### src/rtl/fp_pkg.sv
// Shared FP16 definitions: op encodings, field positions and a zero test.
package fp_pkg;

    typedef enum logic [1:0] {
        FP_ADD = 2'b00,
        FP_SUB = 2'b01,
        FP_MUL = 2'b10,
        FP_ILL = 2'b11
    } fp_op_e;

    // FP16 field positions
    localparam int FP_SIGN_BIT = 15;
    localparam int FP_EXP_HI   = 14;
    localparam int FP_EXP_LO   = 10;
    localparam int FP_MAN_HI   = 9;
    localparam int FP_MAN_LO   = 0;

    // Both signed zeroes; subnormals count as nonzero.
    function automatic logic fp16_is_zero(input logic [15:0] x);
        return (x[FP_EXP_HI:FP_MAN_LO] == 15'h0);
    endfunction

endpackage

### src/rtl/fp_req_fifo.sv
// Request FIFO: power-of-two depth, naturally wrapping pointers, occupancy count.
module fp_req_fifo #(
    parameter int DEPTH = 4,
    parameter int W     = 38
) (
    input  logic                   clk,
    input  logic                   rst_n,
    input  logic                   push_i,
    input  logic                   pop_i,
    input  logic [W-1:0]           wdata_i,
    output logic [W-1:0]           rdata_o,
    output logic                   full_o,
    output logic                   empty_o,
    output logic [$clog2(DEPTH):0] count_o
);

    localparam int AW = $clog2(DEPTH);

    logic [W-1:0]  mem_q [DEPTH];
    logic [AW-1:0] wr_ptr_q, rd_ptr_q;
    logic [AW:0]   count_q, count_d;
    logic          push_ok, pop_ok;

    assign full_o  = (count_q == (AW+1)'(DEPTH));
    assign empty_o = (count_q == '0);
    assign count_o = count_q;
    assign rdata_o = mem_q[rd_ptr_q];

    // A full FIFO refuses pushes even if it pops in the same cycle.
    assign push_ok = push_i && !full_o;
    assign pop_ok  = pop_i && !empty_o;

    // Occupancy next state; push+pop together leave it unchanged.
    always_comb begin
        count_d = count_q;
        unique case ({push_ok, pop_ok})
            2'b10:   count_d = count_q + (AW+1)'(1);
            2'b01:   count_d = count_q - (AW+1)'(1);
            default: count_d = count_q;
        endcase
    end

    // Storage array; contents are don't-care while not counted.
    always_ff @(posedge clk) begin
        if (push_ok) mem_q[wr_ptr_q] <= wdata_i;
    end

    // Pointers and occupancy.
    always_ff @(posedge clk or negedge rst_n) begin
        if (!rst_n) begin
            wr_ptr_q <= '0;
            rd_ptr_q <= '0;
            count_q  <= '0;
        end else begin
            if (push_ok) wr_ptr_q <= wr_ptr_q + AW'(1);
            if (pop_ok)  rd_ptr_q <= rd_ptr_q + AW'(1);
            count_q <= count_d;
        end
    end

endmodule

### src/rtl/fp_issue_stage.sv
// FP16 issue stage: queues requests, drives the external ALU from the FIFO
// head (FSUB folded into FADD), bypasses zero-operand cases and registers
// results into a valid/ready output slot.
module fp_issue_stage
    import fp_pkg::*;
#(
    parameter int DEPTH = 4,
    parameter int TAG_W = 4
) (
    input  logic                   clk,
    input  logic                   rst_n,
    input  logic                   in_valid,
    output logic                   in_ready,
    input  logic [15:0]            in_a,
    input  logic [15:0]            in_b,
    input  logic [1:0]             in_op,
    input  logic [TAG_W-1:0]       in_tag,
    output logic [15:0]            alu_a,
    output logic [15:0]            alu_b,
    output logic [1:0]             alu_op,
    input  logic [15:0]            alu_result,
    output logic                   out_valid,
    input  logic                   out_ready,
    output logic [15:0]            out_result,
    output logic                   out_zero,
    output logic [TAG_W-1:0]       out_tag,
    output logic                   err_illegal,
    output logic [$clog2(DEPTH):0] occupancy
);

    localparam int DW = 34 + TAG_W;

    logic [DW-1:0]    wdata, rdata;
    logic             full, empty, push, pop;
    logic             hd_vld, hd_ill, capture;
    logic [15:0]      hd_a, hd_b, pb;
    logic [1:0]       hd_op, op_n;
    logic [TAG_W-1:0] hd_tag;
    logic             az, bz;
    logic [15:0]      res_sel;

    logic             out_valid_q, out_valid_d;
    logic [15:0]      out_result_q;
    logic             out_zero_q;
    logic [TAG_W-1:0] out_tag_q;
    logic             err_q;

    assign wdata = {in_a, in_b, in_op, in_tag};
    assign push  = in_valid && !full;
    assign in_ready = !full;

    fp_req_fifo #(.DEPTH(DEPTH), .W(DW)) u_fifo (
        .clk     (clk),
        .rst_n   (rst_n),
        .push_i  (push),
        .pop_i   (pop),
        .wdata_i (wdata),
        .rdata_o (rdata),
        .full_o  (full),
        .empty_o (empty),
        .count_o (occupancy)
    );

    assign hd_a   = rdata[DW-1 -: 16];
    assign hd_b   = rdata[DW-17 -: 16];
    assign hd_op  = rdata[TAG_W+1 -: 2];
    assign hd_tag = rdata[TAG_W-1:0];
    assign hd_vld = !empty;
    assign hd_ill = (hd_op == FP_ILL);

    // Head preprocessing: FSUB becomes FADD with B negated; the ALU never sees 01/11.
    always_comb begin
        pb   = hd_b;
        op_n = hd_op;
        if (hd_op == FP_SUB) begin
            pb[FP_SIGN_BIT] = ~hd_b[FP_SIGN_BIT];
            op_n = FP_ADD;
        end else if (hd_ill) begin
            op_n = FP_ADD;
        end
        alu_a  = hd_vld ? hd_a : 16'h0;
        alu_b  = hd_vld ? pb   : 16'h0;
        alu_op = hd_vld ? op_n : FP_ADD;
    end

    assign az = fp16_is_zero(hd_a);
    assign bz = fp16_is_zero(pb);

    // Zero-operand bypass: the ALU assumes a hidden 1, so zeroes are resolved here.
    always_comb begin
        res_sel = alu_result;
        if (hd_op == FP_MUL) begin
            if (az || bz) res_sel = {hd_a[FP_SIGN_BIT] ^ hd_b[FP_SIGN_BIT], 15'h0};
        end else begin
            if (az && bz)  res_sel = {hd_a[FP_SIGN_BIT] & pb[FP_SIGN_BIT], 15'h0};
            else if (az)   res_sel = pb;
            else if (bz)   res_sel = hd_a;
        end
    end

    // Illegal heads drop without waiting; legal heads need a free or draining slot.
    assign capture = hd_vld && !hd_ill && (!out_valid_q || out_ready);
    assign pop     = capture || (hd_vld && hd_ill);

    // Slot stays full on simultaneous drain+capture.
    always_comb begin
        out_valid_d = out_valid_q;
        if (capture)        out_valid_d = 1'b1;
        else if (out_ready) out_valid_d = 1'b0;
    end

    // Output slot and illegal-op pulse.
    always_ff @(posedge clk or negedge rst_n) begin
        if (!rst_n) begin
            out_valid_q  <= 1'b0;
            out_result_q <= 16'h0;
            out_zero_q   <= 1'b0;
            out_tag_q    <= '0;
            err_q        <= 1'b0;
        end else begin
            out_valid_q <= out_valid_d;
            err_q       <= hd_vld && hd_ill;
            if (capture) begin
                out_result_q <= res_sel;
                out_zero_q   <= fp16_is_zero(res_sel);
                out_tag_q    <= hd_tag;
            end
        end
    end

    assign out_valid   = out_valid_q;
    assign out_result  = out_result_q;
    assign out_zero    = out_zero_q;
    assign out_tag     = out_tag_q;
    assign err_illegal = err_q;

endmodule

### config.mk
export PLATFORM = sky130hd
export DESIGN_NAME = fp_issue_stage
export DESIGN_NICKNAME = d
export VERILOG_FILES = /design/src/rtl/fp_pkg.sv /design/src/rtl/fp_req_fifo.sv /design/src/rtl/fp_issue_stage.sv
export SDC_FILE = /design/constraint.sdc
export NUM_CORES = 1
export LEC_CHECK = 0
export ABC_AREA = 1
export ABC_CLOCK_PERIOD_IN_PS = 8200
export CAP_MARGIN = 15
export CORE_ASPECT_RATIO = 0.6
export CORE_MARGIN = 5
export CORE_UTILIZATION = 48
export CTS_BUF_LIST = sky130_fd_sc_hd__clkbuf_4 sky130_fd_sc_hd__clkbuf_8
export CTS_CLUSTER_SIZE = 20
export DETAILED_ROUTE_END_ITERATION = 16
export GPL_TIMING_DRIVEN = 1
export PLACE_DENSITY_LB_ADDON = 0.2
export SYNTH_ARGS = -nofsm -noshare
export SYNTH_HDL_FRONTEND = slang
export SYNTH_SLANG_ARGS = --single-unit
export TNS_END_PERCENT = 5
### constraint.sdc
create_clock -name clk -period 8.2 [get_ports clk]
set_clock_uncertainty 0.15 [all_clocks]
set_input_delay 1.23 -clock clk [delete_from_list [all_inputs] [get_ports clk]]
set_output_delay 1.23 -clock clk [all_outputs]
set_load 0.05 [all_outputs]
==> results of run 1 <==
-- layout make-up --
cell class / count / area (µm²) / share of cell area (%)
sequential: 182 / 5320 / 55.3
multi-input combinational: 518 / 2300 / 24.0
timing repair buffer: 128 / 1250 / 13.0
tap: 209 / 262 / 2.72
clock buffer: 18 / 241 / 2.51
clock inverter: 14 / 154 / 1.60
inverter: 22 / 82.6 / 0.859
-- flip-flops by register name, summed over array words and instances, names as in the netlist, 2 cells and up --
signal           flops
u_fifo.rd_ptr_q      2
u_fifo.wr_ptr_q      2
u_fifo.mem_q       152
out_result          16
out_tag              4
u_fifo.count_o       3
-- logic make-up (layout without fill, tap and decap cells) --
kind of cell	after synthesis	after routing	synth area share, %
AND/OR/NAND/NOR	458	458	23.8
flip-flops	182	182	67.4
buffers and inverters	61	182	3.85
AO/OA/AOI/OAI	46	46	3.11
adder cells (fa/ha/maj)	6	6	1.05
XOR/XNOR	6	6	0.666
other	1	1	0.0475
multiplexers	1	1	0.143
-- per-stage QoR --
stage	cells	instance area [µm²]	hold slack (ns)	util (%)
after floorplan	761	7890	0.407	-
after global placement	1059	9220	0.325	57.0
after detailed placement	1059	9220	0.320	57.0
after CTS	1091	9610	0.346	59.5
after global routing	1091	9610	0.372	59.5
final	1091	9610	0.341	59.5
-- worst register-to-register path: cells and delay by family, from the launching register on --
family	cells	cell delay [ns]
flip-flops	1	0.38
XOR/XNOR	1	0.14
AND/OR/NAND/NOR	3	0.59
buffers and inverters	4	1.33
adder cells (fa/ha/maj)	2	0.61
AO/OA/AOI/OAI	4	0.77
-- metal layers --
| metal | share of wire (%) | up-vias | track usage [%] |
|---|---|---|---|
| li1 | - | 2759 | - |
| met1 | 46 | 2784 | 30.2 |
| met2 | 46 | 233 | 33.2 |
| met3 | 6.9 | 19 | 4.19 |
| met4 | 0.95 | 0 | 5.39 |
| met5 | 0 | - | 0 |
-- path summary, 6_finish.rpt --
| path | startpoint | end | slack, ns | depth (start not counted) |
|---|---|---|---|---|
| min | out_result[2] | out_result[2] | 0.34 | 2 |
| max in group asynchronous | rst_n | u_fifo.rd_ptr_q[0] | 6.61 | 2 |
| min reg2reg | out_result[2] | out_result[2] | 0.34 | 2 |
| max | u_fifo.rd_ptr_q[0] | alu_b[15] | 3.61 | 7 |
| min in group asynchronous | rst_n | u_fifo.count_o[0] | 0.99 | 2 |
| max reg2reg | u_fifo.rd_ptr_q[0] | u_fifo.count_o[2] | 4.13 | 14 |
-- cell usage in the layout (no fill, tap or decap), types with 2 or more instances in the layout --
master           synthesis  layout
nand2_1                297     297
edfxtp_1               152     152
clkdlybuf4s50_1          0     117
nor2_1                  72      68
nand3_1                 67      67
dfrtp_1                 30      29
a21oi_1                 20      20
inv_1                   19      19
o21ai_0                 17      17
clkbuf_8                 0      17
nand3b_1                11      11
buf_4                    4      11
o22ai_1                  6       6
nor2_4                   1       5
ha_1                     5       5
inv_6                    0       5
xor2_1                   4       4
nor2_2                   4       4
inv_8                    0       4
inv_2                    3       3
clkinv_8                 0       3
xnor2_1                  2       2
-- cells in the mapped netlist (all sizes together) (2+ instances only) --
cell type / n / area (µm²)
nor2: 77 / 307
dfrtp: 30 / 751
xnor2: 2 / 17.5
xor2: 4 / 35.0
nand3b: 11 / 82.6
or2: 2 / 12.5
edfxtp: 152 / 4560
o21ai: 18 / 90.1
buf: 29 / 184
nor3: 2 / 10.0
inv: 22 / 82.6
a21oi: 20 / 100
ha: 5 / 62.6
nand2: 298 / 1120
clkbuf: 10 / 37.5
nand3: 67 / 335
o22ai: 6 / 37.5
==> flow_metrics.tcl, run 1 <==
set metrics [dict create \
    cts_tree "yes" \
    syn_to_final_growth_pct 21.9 \
    grt_setup_unrepaired "false" \
    std_cell_rows 36 \
    clock_sinks 182 \
    io_pins 119 \
    finalSetupViolCount 0 \
    ant_nets 0 \
    hold_violations 0 \
    ys_ff_latch 182 \
    synth_nets 825 \
    post_cts_resized 0 \
    yosys_warnings 0 \
    drt-pass1-iter-count 4 \
    syn_area_um2 7890 \
    grt_pass1_vias 5570 \
    via_count 5795 \
    synth-seq-area-share_pct 67.4 \
    grt-ovfl-total 0 \
    antenna_cells 0 \
    cts_hold_buf 0 \
    async_reset_ff_share_pct 16.5 \
    synth_cell_types 32 \
    clkTransAtPathRegs_ns 0.10 \
    cts-buffers-inserted 17 \
    clock_latency_ns 0.47 \
    cp-end-kind "output pin" \
    cp_slowest_cell "clkdlybuf4s50_1" \
    maxCapViolCount 0 \
    routed_via_density 5.31 \
    finalWeightedCongestion 0.810 \
    setup-tns-final_ns 0 \
    drc 0 \
    status "finished, final reports clean" \
    die_h_um 109 \
    fillCellCount 1336 \
    grt_max_degree 79 \
    post-place-ws_ns 4.08 \
    slew_violations 0 \
    htreeDepth 4 \
    path_cells "buf_4, o21ai_0, o22ai_1, nand2_1, xor2_1, nor2_1, clkdlybuf4s50_1" \
    period_needed_ns 4.59 \
    dp_hpwl_mm 12.9 \
    core_area_um2 16200 \
    grt_antenna_before_repair 0 \
    worstHoldPathType "reg2reg" \
    post_cts_buffers 0 \
    die_area_um2 19200 \
    layout-drive-gt1-share_pct 6.80 \
    critPathRequiredTime_ns 6.82 \
    timing.fmax_mhz 218 \
    arrival_ns 3.21 \
    io_buffer_count 117 \
    criticalPathCategory "reg2out" \
    layout_setup_ws_ns 3.61 \
    drt-initial-drc-count 506 \
    worstPathMaxFanout 78 \
    startpoint_type "register" \
    timing.slew.headroom_pct 45.4 \
    synth_area_per_cell_um2 10.4 \
    initial_core_util_pct 48.8 \
    slowest_delay_ns 0.82 \
    final_nets 933 \
    tightest_slew_ns 0.819 \
    grt_usage_pct 20.9 \
    synth_edf_count 152 \
    crit_buf_inv 2 \
    routedWlPerCell_um 18.3 \
    period_share_pct 56.0 \
    max-clock-path-buffers 2 \
    grt_pass1_wl_mm 30.4 \
    die_w_um 176 \
    ys.flop_type "edfxtp_1" \
    synth_cells 761 \
    root_buffer "clkbuf_8" \
    drt-total-wl_mm 19.9 \
    critical-path-top-delay-family "buffers and inverters" \
]
Power of run 1 is not shown: default switching activity piles up to over one toggle a cycle in this logic, so the estimate is an artifact.
==> run 2, diff against run 1 <==
--- a/config.mk
+++ b/config.mk
@@ -6,7 +6,7 @@
 export NUM_CORES = 1
 export LEC_CHECK = 0
 export ABC_AREA = 1
-export ABC_CLOCK_PERIOD_IN_PS = 8200
+export ABC_CLOCK_PERIOD_IN_PS = 3900
 export CAP_MARGIN = 15
 export CORE_ASPECT_RATIO = 0.6
 export CORE_MARGIN = 5
==> constraint.sdc (replaced) <==
create_clock -name clk -period 3.9 [get_ports clk]
set_clock_uncertainty 0.15 [all_clocks]
set_input_delay 0.585 -clock clk [delete_from_list [all_inputs] [get_ports clk]]
set_output_delay 0.585 -clock clk [all_outputs]
set_load 0.05 [all_outputs]
==> run 2 against run 1 <==
  * Final cell count grew 0.27%
  * Hold slack lost 0.11 ns
  * Die area is the same
  * Register-to-register slack lost 3.6 ns
  * Final area grew 3.7%
  * Non-clock buffer count grew 4
  * Utilization grew 2.2 points
  * Global-route usage grew 1.1 points
  * Critical path type unchanged
==> flow_metrics.tcl, run 2 (synthesized netlist as in run 1, its figures left out) <==
set metrics [dict create \
    status "finished, final reports clean" \
    cts_hold_buf 0 \
    largest_reg_flops 152 \
    core_area_um2 16200 \
    initial_core_util_pct 48.8 \
    grt_usage_pct 22.0 \
    layout_commonest_cell "nand2_1" \
    final_nets 937 \
    routed_via_density 5.33 \
    fin_cells 1094 \
    clkTransAtPathRegs_ns 0.10 \
    r2r-start "u_fifo.rd_ptr_q[1]" \
    slew_violations 0 \
    period_needed_ns 3.52 \
    finalWeightedCongestion 0.883 \
    arrival_ns 2.79 \
    dpl_cell_area_um2 9580 \
    syn_to_final_growth_pct 26.4 \
    die_w_um 176 \
    worstPathMaxFanout 37 \
    via_count 5830 \
    finalInstanceArea_um2 9970 \
    clock_sinks 182 \
    period_share_pct 90.3 \
    largest_register "u_fifo.mem_q" \
    post_cts_resized 0 \
    dp_hpwl_mm 13.9 \
    grt_max_degree 53 \
    layout-drive-gt1-share_pct 10.8 \
    routedWlPerCell_um 18.6 \
    timing.fmax_mhz 284 \
    clock_latency_ns 0.45 \
    holdWs_ns 0.231 \
    dpl.cell_count 1062 \
    critPathRequiredTime_ns 3.16 \
    die_area_um2 19200 \
    max-clock-path-buffers 2 \
    grt_antenna_before_repair 0 \
    io_buffer_count 117 \
    tightest_slew_ns 0.877 \
    drt-initial-drc-count 693 \
    drt-total-wl_mm 20.4 \
    final_cell_mix "nand2_1 (297), edfxtp_1 (152), clkdlybuf4s50_1 (84), nor2_1 (68), nand3_1 (67)" \
    drc 0 \
    worstHoldPathType "in2async" \
    grt_pass1_vias 5874 \
    grt_setup_unrepaired "false" \
    maxCapViolCount 0 \
    finalSetupViolCount 0 \
    timing.slew.headroom_pct 41.2 \
    criticalPathCategory "reg2out" \
    startpoint_type "register" \
    root_buffer "clkbuf_8" \
    cts-buffers-inserted 17 \
    cts_tree "yes" \
    std_cell_rows 36 \
    reg2reg_to "out_result[15]" \
    antenna_cells 0 \
    r2r_setup_slack_ns 0.58 \
    cp-end-kind "output pin" \
    die_h_um 109 \
    rr_worst_depth 15 \
    ant_nets 0 \
    grt_pass1_wl_mm 32.4 \
    post_cts_buffers 0 \
    setup-tns-final_ns 0 \
    grt-ovfl-total 0 \
    drt-pass1-iter-count 6 \
    io_pins 119 \
    htreeDepth 4 \
    hold_violations 0 \
]
run 2: worst max path at each step:
| stage | startpoint | to | slack [ns] | cells after the start |
|---|---|---|---|---|
| after CTS | u_fifo.rd_ptr_q[1] | alu_b[15] | 0.42 | 7 |
| final | u_fifo.rd_ptr_q[1] | alu_b[15] | 0.38 | 7 |
| after detailed placement | u_fifo.rd_ptr_q[0] | u_fifo.count_o[2] | 0.62 | 13 |
| after global placement | u_fifo.rd_ptr_q[0] | u_fifo.count_o[2] | 0.82 | 13 |
| after global routing | u_fifo.rd_ptr_q[1] | alu_b[15] | 0.21 | 7 |
| after floorplan | u_fifo.count_o[1] | u_fifo.mem_q[0][0] | 0.23 | 4 |
run 2: layout make-up:
class                      count  area (µm²)
sequential                   182        5320
clock buffer                  17         234
tap                          209         262
fill                        1275        6200
timing repair buffer         132        1630
inverter                      22        82.6
clock inverter                14         139
multi-input combinational    518        2300
run 2: stage by stage:
step / setup WS [ns] / util (%)
2_1_floorplan: 0.229 / -
3_3_place_gp: 0.819 / 59.3
3_5_place_dp: 0.616 / 59.3
4_1_cts: 0.415 / 61.6
5_1_grt: 0.213 / 61.7
6_report: 0.377 / 61.7
run 2: routing by layer:
metal  share of wire (%)  global-route usage (%)  vias to the layer above
met5                   0                       0                        -
met4                 1.3                    5.84                        0
met3                 7.6                    4.64                       29
met2                  44                    34.2                      250
met1                  47                    32.1                     2785
li1                    -                       -                     2766
run 2: worst max-delay path, stage by stage, from the launching register on:
cell	delay, ns
dfrtp_1	0.61
inv_1	0.14
buf_4	0.42
o21ai_0	0.18
o22ai_1	0.32
xor2_1	0.30
nor2_1	0.14
buf_12	0.22
Power of run 2 is left out for the same reason.
==> run 3, diff against run 2 <==
--- a/config.mk
+++ b/config.mk
@@ -6,7 +6,7 @@
 export NUM_CORES = 1
 export LEC_CHECK = 0
 export ABC_AREA = 1
-export ABC_CLOCK_PERIOD_IN_PS = 3900
+export ABC_CLOCK_PERIOD_IN_PS = 3200
 export CAP_MARGIN = 15
 export CORE_ASPECT_RATIO = 0.6
 export CORE_MARGIN = 5
==> constraint.sdc (replaced) <==
create_clock -name clk -period 3.2 [get_ports clk]
set_clock_uncertainty 0.15 [all_clocks]
set_input_delay 0.48 -clock clk [delete_from_list [all_inputs] [get_ports clk]]
set_output_delay 0.48 -clock clk [all_outputs]
set_load 0.05 [all_outputs]
==> run 3 against run 2 <==
  * Die area unchanged
  * Via count up 1.1%
  * Setup slack worse by 0.063 ns
  * Register-to-register slack worse by 0.27 ns
==> flow_metrics.tcl, run 3 (synthesized netlist as in run 1, its figures left out) <==
set metrics [dict create \
    maxCapViolCount 0 \
    crit_buf_inv 2 \
    period_needed_ns 2.89 \
    finalSetupViolCount 0 \
    slew_violations 0 \
    die_w_um 176 \
    cp_slowest_cell "dfrtp_2" \
    cts-buffers-inserted 17 \
    std_cell_rows 36 \
    root_buffer "clkbuf_8" \
    grt-ovfl-total 0 \
    reg2reg_to "u_fifo.count_o[2]" \
    timing.fmax_mhz 346 \
    cp-end-kind "output pin" \
    criticalPathCategory "reg2out" \
    max-clock-path-buffers 2 \
    hold_violations 0 \
    dp_hpwl_mm 13.8 \
    setup-tns-final_ns 0 \
    grt_max_degree 42 \
    worstPathMaxFanout 19 \
    arrival_ns 2.26 \
    rr_worst_depth 12 \
    drt-total-wl_mm 20.0 \
    syn_to_final_growth_pct 28.0 \
    tightest_slew_ns 0.722 \
    worstHoldPathType "in2async" \
    path_common_cell "nand2_1" \
    grt_pass1_vias 5729 \
    routed_via_density 5.36 \
    post_cts_buffers 0 \
    fillCellCount 1258 \
    timing.slew.headroom_pct 51.8 \
    clkTransAtPathRegs_ns 0.10 \
    drt-initial-drc-count 575 \
    initial_core_util_pct 48.8 \
    io_pins 119 \
    clock_sinks 182 \
    final_nets 942 \
    core_area_um2 16200 \
    finalWeightedCongestion 0.855 \
    r2r_setup_slack_ns 0.31 \
    grt_setup_unrepaired "false" \
    via_count 5893 \
    path_cells "buf_4, o21ai_0, nand2_1, nand2_1, xor2_1, nor2_1, buf_12" \
    die_h_um 109 \
    layout_commonest_cell "nand2_1" \
    clock_latency_ns 0.46 \
    cts_tree "yes" \
    status "finished, final reports clean" \
    fin_util_pct 62.4 \
    startpoint_type "register" \
    antenna_cells 0 \
    period_share_pct 90.2 \
    grt_antenna_before_repair 0 \
    largest_register "u_fifo.mem_q" \
    ant_nets 0 \
    critPathRequiredTime_ns 2.57 \
    final_cell_mix "nand2_1 (297), edfxtp_1 (152), clkdlybuf4s50_1 (84), nor2_1 (68), nand3_1 (67)" \
    drc 0 \
    critical-path-top-delay-family "flip-flops" \
    largest_reg_flops 152 \
    holdWs_ns 0.256 \
    die_area_um2 19200 \
    finalInstanceArea_um2 10100 \
    grt_usage_pct 21.5 \
    io_buffer_count 117 \
    r2r-start "u_fifo.rd_ptr_q[0]" \
    slowest_delay_ns 0.46 \
    layout-drive-gt1-share_pct 11.6 \
    grt_pass1_wl_mm 31.5 \
    htreeDepth 4 \
    drt-pass1-iter-count 6 \
    routedWlPerCell_um 18.2 \
    dpl_cell_area_um2 9680 \
]
[run 3: cell count changes in the layout (fill, tap and decap cells not counted), sizes merged]
cell,change
buf,+5
clkbuf,+1
[run 3: worst max path at each step]
stage / from / end / slack [ns] / cells past startpoint
final: u_fifo.rd_ptr_q[0] / alu_b[15] / 0.31 / 7
after global routing: u_fifo.rd_ptr_q[0] / u_fifo.count_o[2] / 0.06 / 14
after CTS: u_fifo.rd_ptr_q[0] / alu_b[15] / 0.07 / 7
after detailed placement: u_fifo.rd_ptr_q[0] / out_zero / 0.26 / 19
after global placement: u_fifo.rd_ptr_q[1] / out_zero / 0.38 / 19
after floorplan: u_fifo.count_o[1] / u_fifo.mem_q[0][0] / -0.47 / 4
[run 3: repair_timing]
item	in CTS	in global routing
setup endpoints to repair	0	4
hold buffers	0	0
gates resized for setup	0	4
[run 3: area by class of cell]
class                      count  area, µm²  area share [%]
timing repair buffer         137       1720            17.0
clock inverter                14        154            1.52
tap                          209        262            2.59
sequential                   182       5320            52.7
clock buffer                  18        241            2.39
multi-input combinational    518       2320            23.0
inverter                      22       82.6           0.818
[run 3: per-layer routing]
layer	GRT usage (%)	up-vias	wire length, µm	part of all wire (%)
met5	0	-	0	0
met4	5.56	0	200	1.0
met3	5.26	24	1710	8.6
met2	33.2	262	9090	45
met1	31.0	2829	8980	45
li1	-	2778	-	-
[run 3: metrics by stage]
stage	setup slack, ns	std cells
floorplan	-0.471	761
global route	0.0562	1100
CTS	0.0730	1100
global placement	0.382	1068
detailed placement	0.262	1068
finish	0.314	1100
Power of run 3 is left out for the same reason.
==> edit 1 (flow settings as in run 2) <==
`DEPTH` is set to 4 in 2 places; all go to 2.
--- a/src/rtl/fp_req_fifo.sv
+++ b/src/rtl/fp_req_fifo.sv
@@ -2,3 +2,3 @@
 module fp_req_fifo #(
-    parameter int DEPTH = 4,
+    parameter int DEPTH = 2,
     parameter int W     = 38
--- a/src/rtl/fp_issue_stage.sv
+++ b/src/rtl/fp_issue_stage.sv
@@ -6,3 +6,3 @@
 #(
-    parameter int DEPTH = 4,
+    parameter int DEPTH = 2,
     parameter int TAG_W = 4
Interface: changed (resized occupancy); port bits go from 119 to 118. No check against the original RTL was run, so the function may have changed too.
==> edit 1 against run 2 <==
  * Sequential share of layout area down 6.0 points
  * Count of clock-buffer cells in the layout down 7
  * Worst setup slack better by 0.43 ns
  * Synthesized cell count fell by 31%
  * Worst hold slack improved by 0.11 ns
  * Critical path depth down 3
  * Area after synthesis shrank 39%
  * Design area fell by 37%
  * Sequential cell count decreased by 79
  * Routed wire length is 39% lower
==> edit 1: results (changes against run 2) <==
adder-cell share of the synthesized area 0.262% (was 1.05%); Max FO, Critical Path 33 (was 37); top cells by area, synth edfxtp_1 (48%), nand2_1 (18%), dfrtp_1 (14%) (was edfxtp_1 (58%), nand2_1 (14%), dfrtp_1 (9.5%)); Async SR Flop Fraction 26.2% (was 16.5%); hold crit path type flip-flop to flip-flop (was input port to async pin); post-place setup slack 1.16 ns (was 0.616 ns); top post-synthesis cells by count nand2_1 (227), edfxtp_1 (76), nor2_1 (55) (was nand2_1 (297), edfxtp_1 (152), nor2_1 (72)); CTS H-tree lvls 3 (was 4); non-filler instance count after layout 780 (was 1094); Worst path max stage delay 0.87 ns (was 0.61 ns); RD Place Congestion 0.887 (was 0.883); CP arrival 2.36 ns (was 2.79 ns); IO Port Bufs 116 (was 117); status finished, final reports clean (unchanged); EDFF count, synth 76 (was 152); first-pass GRT wire length 20200 um (was 32400 um); number of DRC markers in iteration 0 356 (was 693); nets 699 (was 937); sequential share of the synthesized area 61.9% (was 67.4%); insertion delay to the later sink of the worst-skew pair 0.37 ns (was 0.45 ns); max reg flops 76 (was 152); average cell area after synthesis 9.07 sq um (was 10.4 sq um); Synth cell types 29 (was 32); 1st-pass router iterations 5 (was 6); CTS buffer count 9 (was 17)
-- edit 1: cell count changes after synthesis, sizes merged, moves of 18 or more --
cell,change
nor2,-18
inv,+23
edfxtp,-76
nand3,-50
nand2,-71
-- edit 1: path summary, 6_finish.rpt --
kind,startpoint,to,slack [ns],cells past startpoint
setup / recovery,u_fifo.rd_ptr_q$_DFFE_PN0P_,alu_a[4],0.81,4
hold / removal,out_result[1]$_DFFE_PN0P_,out_result[1]$_DFFE_PN0P_,0.34,2
setup reg to reg,u_fifo.rd_ptr_q$_DFFE_PN0P_,out_zero$_DFFE_PN0P_,1.11,16
hold reg to reg,out_result[1]$_DFFE_PN0P_,out_result[1]$_DFFE_PN0P_,0.34,2
max in group asynchronous,rst_n,out_result[1]$_DFFE_PN0P_,2.88,2
min in group asynchronous,rst_n,out_tag[2]$_DFFE_PN0P_,0.45,2
-- edit 1: power breakdown --
group	switching, uW	internal, uW	total (uW)
Clock	391	257	649
Sequential	135	1530	1670
Combinational	2450	1000	3460
-- edit 1: final cells by class --
| cell class | count | area, sq um |
|---|---|---|
| Tap cell | 135 | 169 |
| Sequential cell | 103 | 2960 |
| Multi-Input combinational cell | 357 | 1530 |
| Clock inverter | 6 | 62.6 |
| Clock buffer | 10 | 131 |
| Inverter | 45 | 171 |
| Fill cell | 805 | 3520 |
| Timing Repair Buffer | 124 | 1230 |
-- edit 1: routing by layer --
metal	track usage [%]	vias to the layer above	wire (um)
li1	-	1918	-
met1	31.3	1800	5950
met2	31.5	191	5260
met3	7.30	9	1240
met4	3.91	0	73
met5	0	-	0
==> edit 2 (config.mk and constraints of run 2) <==
Made on the original files. Remove the register `err_q`: a continuous assignment takes its place, so the output `err_illegal` follows one clock earlier.
--- a/src/rtl/fp_issue_stage.sv
+++ b/src/rtl/fp_issue_stage.sv
@@ -118,6 +118,4 @@
             out_tag_q    <= '0;
-            err_q        <= 1'b0;
         end else begin
             out_valid_q <= out_valid_d;
-            err_q       <= hd_vld && hd_ill;
             if (capture) begin
@@ -129,2 +127,4 @@
     end
+
+    assign err_q = hd_vld && hd_ill;
 
Function: changed (Yosys sat finds a counterexample within 4 cycles, from zero or initial values and one cycle with rst_n low).
==> edit 2 against run 2 <==
  * Worst setup slack better by 0.31 ns
  * Sequential cell count decreased by 1
  * Design area rose by 0.59%
  * Count of clock-buffer cells in the layout up 1
  * Via count up 2.4%
  * Routed wire length shrank 0.57%
  * Area after synthesis decreased by 0.32%
  * First-iteration DRC count up 12%
  * Worst hold slack worse by 0.017 ns
  * Non-clock buffer count increased by 2
  * Critical path type is now flip-flop to flip-flop
Power is left out: the tool's default activity adds up to more than one toggle a clock period on the data nets, which glitch-free logic cannot reach.
==> edit 2: results (changes against run 2) <==
insertion delay to the later sink of the worst-skew pair 0.47 ns (was 0.45 ns); max reg flops 152 (unchanged); clock root buffer clkbuf_8 (unchanged); RD Place Congestion 0.920 (was 0.883); pin count of the biggest net entering global routing 51 (was 53); Biggest register u_fifo.mem_q (unchanged); ant diodes 0 (unchanged); routed len/inst 18.5 um (was 18.6 um); worst reg2reg path endpoint out_result[15]$_DFFE_PN0P_ (unchanged); Async SR Flop Fraction 16.0% (was 16.5%); Clk pin slew, worst setup/hold paths 0.11 ns; number of global-route vias before repair 5690 (was 5874); CTS H-tree lvls 4 (unchanged); proportion of layout cells with a drive suffix above 1 11.3% (was 10.8%); Post-CTS Setup Bufs 0 (unchanged); Synth cell types 32 (unchanged); 1st-pass router iterations 6 (unchanged); PostCTS Resize Cnt 0 (unchanged); Main synth FF type edfxtp_1 (unchanged); sequential share of the synthesized area 67.3% (was 67.4%); maxcap violations 0 (unchanged); HPWL Detailed 13800 um (was 13900 um); EDFF count, synth 152 (unchanged); IO Port Bufs 117 (unchanged); nets 938 (was 937); total number of vias 5971 (was 5830); CTS buffer count 17 (unchanged); worst reg2reg path depth 17 (was 15); Rel. slew slack 54.7% (was 41.2%); initial antenna violation count 0 (unchanged); Max FO, Critical Path 48 (was 37); number of DRC markers in iteration 0 778 (was 693); GRT Total Usage 21.7% (was 22.0%); flop-to-flop setup slack 0.68 ns (was 0.58 ns); first-pass GRT wire length 31500 um (was 32400 um); Clock Tree Buf Depth 2 (unchanged); worst r2r src u_fifo.rd_ptr_q[0]$_DFFE_PN0P_ (was u_fifo.rd_ptr_q[1]$_DFFE_PN0P_); Net Count, Synth 824 (was 825); Min Hold Slack 0.214 ns (was 0.231 ns); top post-synthesis cells by count nand2_1 (297), edfxtp_1 (152), nor2_1 (72) (unchanged); Ys Warns 0 (unchanged); top cells by area, synth edfxtp_1 (58%), nand2_1 (14%), dfrtp_1 (9.2%) (was edfxtp_1 (58%), nand2_1 (14%), dfrtp_1 (9.5%)); status finished, final reports clean (unchanged); hold crit path type input port to async pin (unchanged)
edit 2: changes by cell type in the layout (fill, tap and decap cells not counted), sizes merged:
| cell | delta |
|---|---|
| buf | +3 |
| clkinvlp | -2 |
| inv | +1 |
| clkdlybuf4s50 | -1 |
| clkinv | +1 |
| clkbuf | +1 |
| dfrtp | -1 |
edit 2: cells by family after synthesis:
kind of cell	Yosys count	share of synthesized area, %
mux	1	0.143
simple gates	458	23.8
compound gates	46	3.12
flops	181	67.3
fa+ha+maj	6	1.05
buf+inv	61	3.87
other cells	1	0.0477
xor+xnor	6	0.668
edit 2: stage by stage:
stage / util, % / setup WS, ns / cells / cell area [sq um]
floorplan: - / 0.229 / 760 / 7860
global placement: 59.3 / 0.869 / 1063 / 9580
detailed placement: 59.3 / 0.760 / 1063 / 9580
CTS: 61.9 / 0.728 / 1095 / 10000
global route: 62.0 / 0.509 / 1096 / 10000
finish: 62.0 / 0.685 / 1096 / 10000
edit 2: layer usage:
layer | GRT usage [%] | vias up | share of wire [%] | routed length (um)
met5 | 0 | - | 0 | 0
met4 | 6.55 | 0 | 1.5 | 308
met2 | 33.6 | 306 | 46 | 9250
li1 | - | 2762 | - | -
met1 | 31.4 | 2870 | 44 | 9000
met3 | 4.26 | 33 | 8.3 | 1690
edit 2: critical path, cell delays in order, from the launching register on:
cell and delay (ns):
dfrtp_2 0.43, inv_2 0.28, buf_12 0.27, buf_4 0.21, nand2_1 0.06, nand3_1 0.06, nand2_1 0.16, nand2_1 0.12
nor2_1 0.05, nand2_1 0.09, nor2_4 0.10, nor2_2 0.53, nand2_1 0.16, nand3_1 0.11, o21ai_1 0.07, nand2_1 0.07
nand3_1 0.10, nand2_1 0.09
edit 2: area by class of cell:
| class | count | area (sq um) |
|---|---|---|
| clock inverter | 14 | 178 |
| inverter | 22 | 82.6 |
| clock buffer | 18 | 241 |
| fill | 1269 | 6140 |
| sequential | 181 | 5290 |
| multi-input combinational | 518 | 2300 |
| tap | 209 | 262 |
| timing repair buffer | 134 | 1670 |
edit 2: worst max path at each step:
stage                                         from                            to
floorplan            u_fifo.count_o[1]$_DFFE_PN0P_  u_fifo.mem_q[0][0]$_DFFE_PP_
CTS                 u_fifo.rd_ptr_q[0]$_DFFE_PN0P_    out_result[15]$_DFFE_PN0P_
global route        u_fifo.rd_ptr_q[0]$_DFFE_PN0P_    out_result[15]$_DFFE_PN0P_
global placement    u_fifo.rd_ptr_q[0]$_DFFE_PN0P_    out_result[15]$_DFFE_PN0P_
finish              u_fifo.rd_ptr_q[0]$_DFFE_PN0P_    out_result[15]$_DFFE_PN0P_
detailed placement  u_fifo.rd_ptr_q[0]$_DFFE_PN0P_    out_result[15]$_DFFE_PN0P_
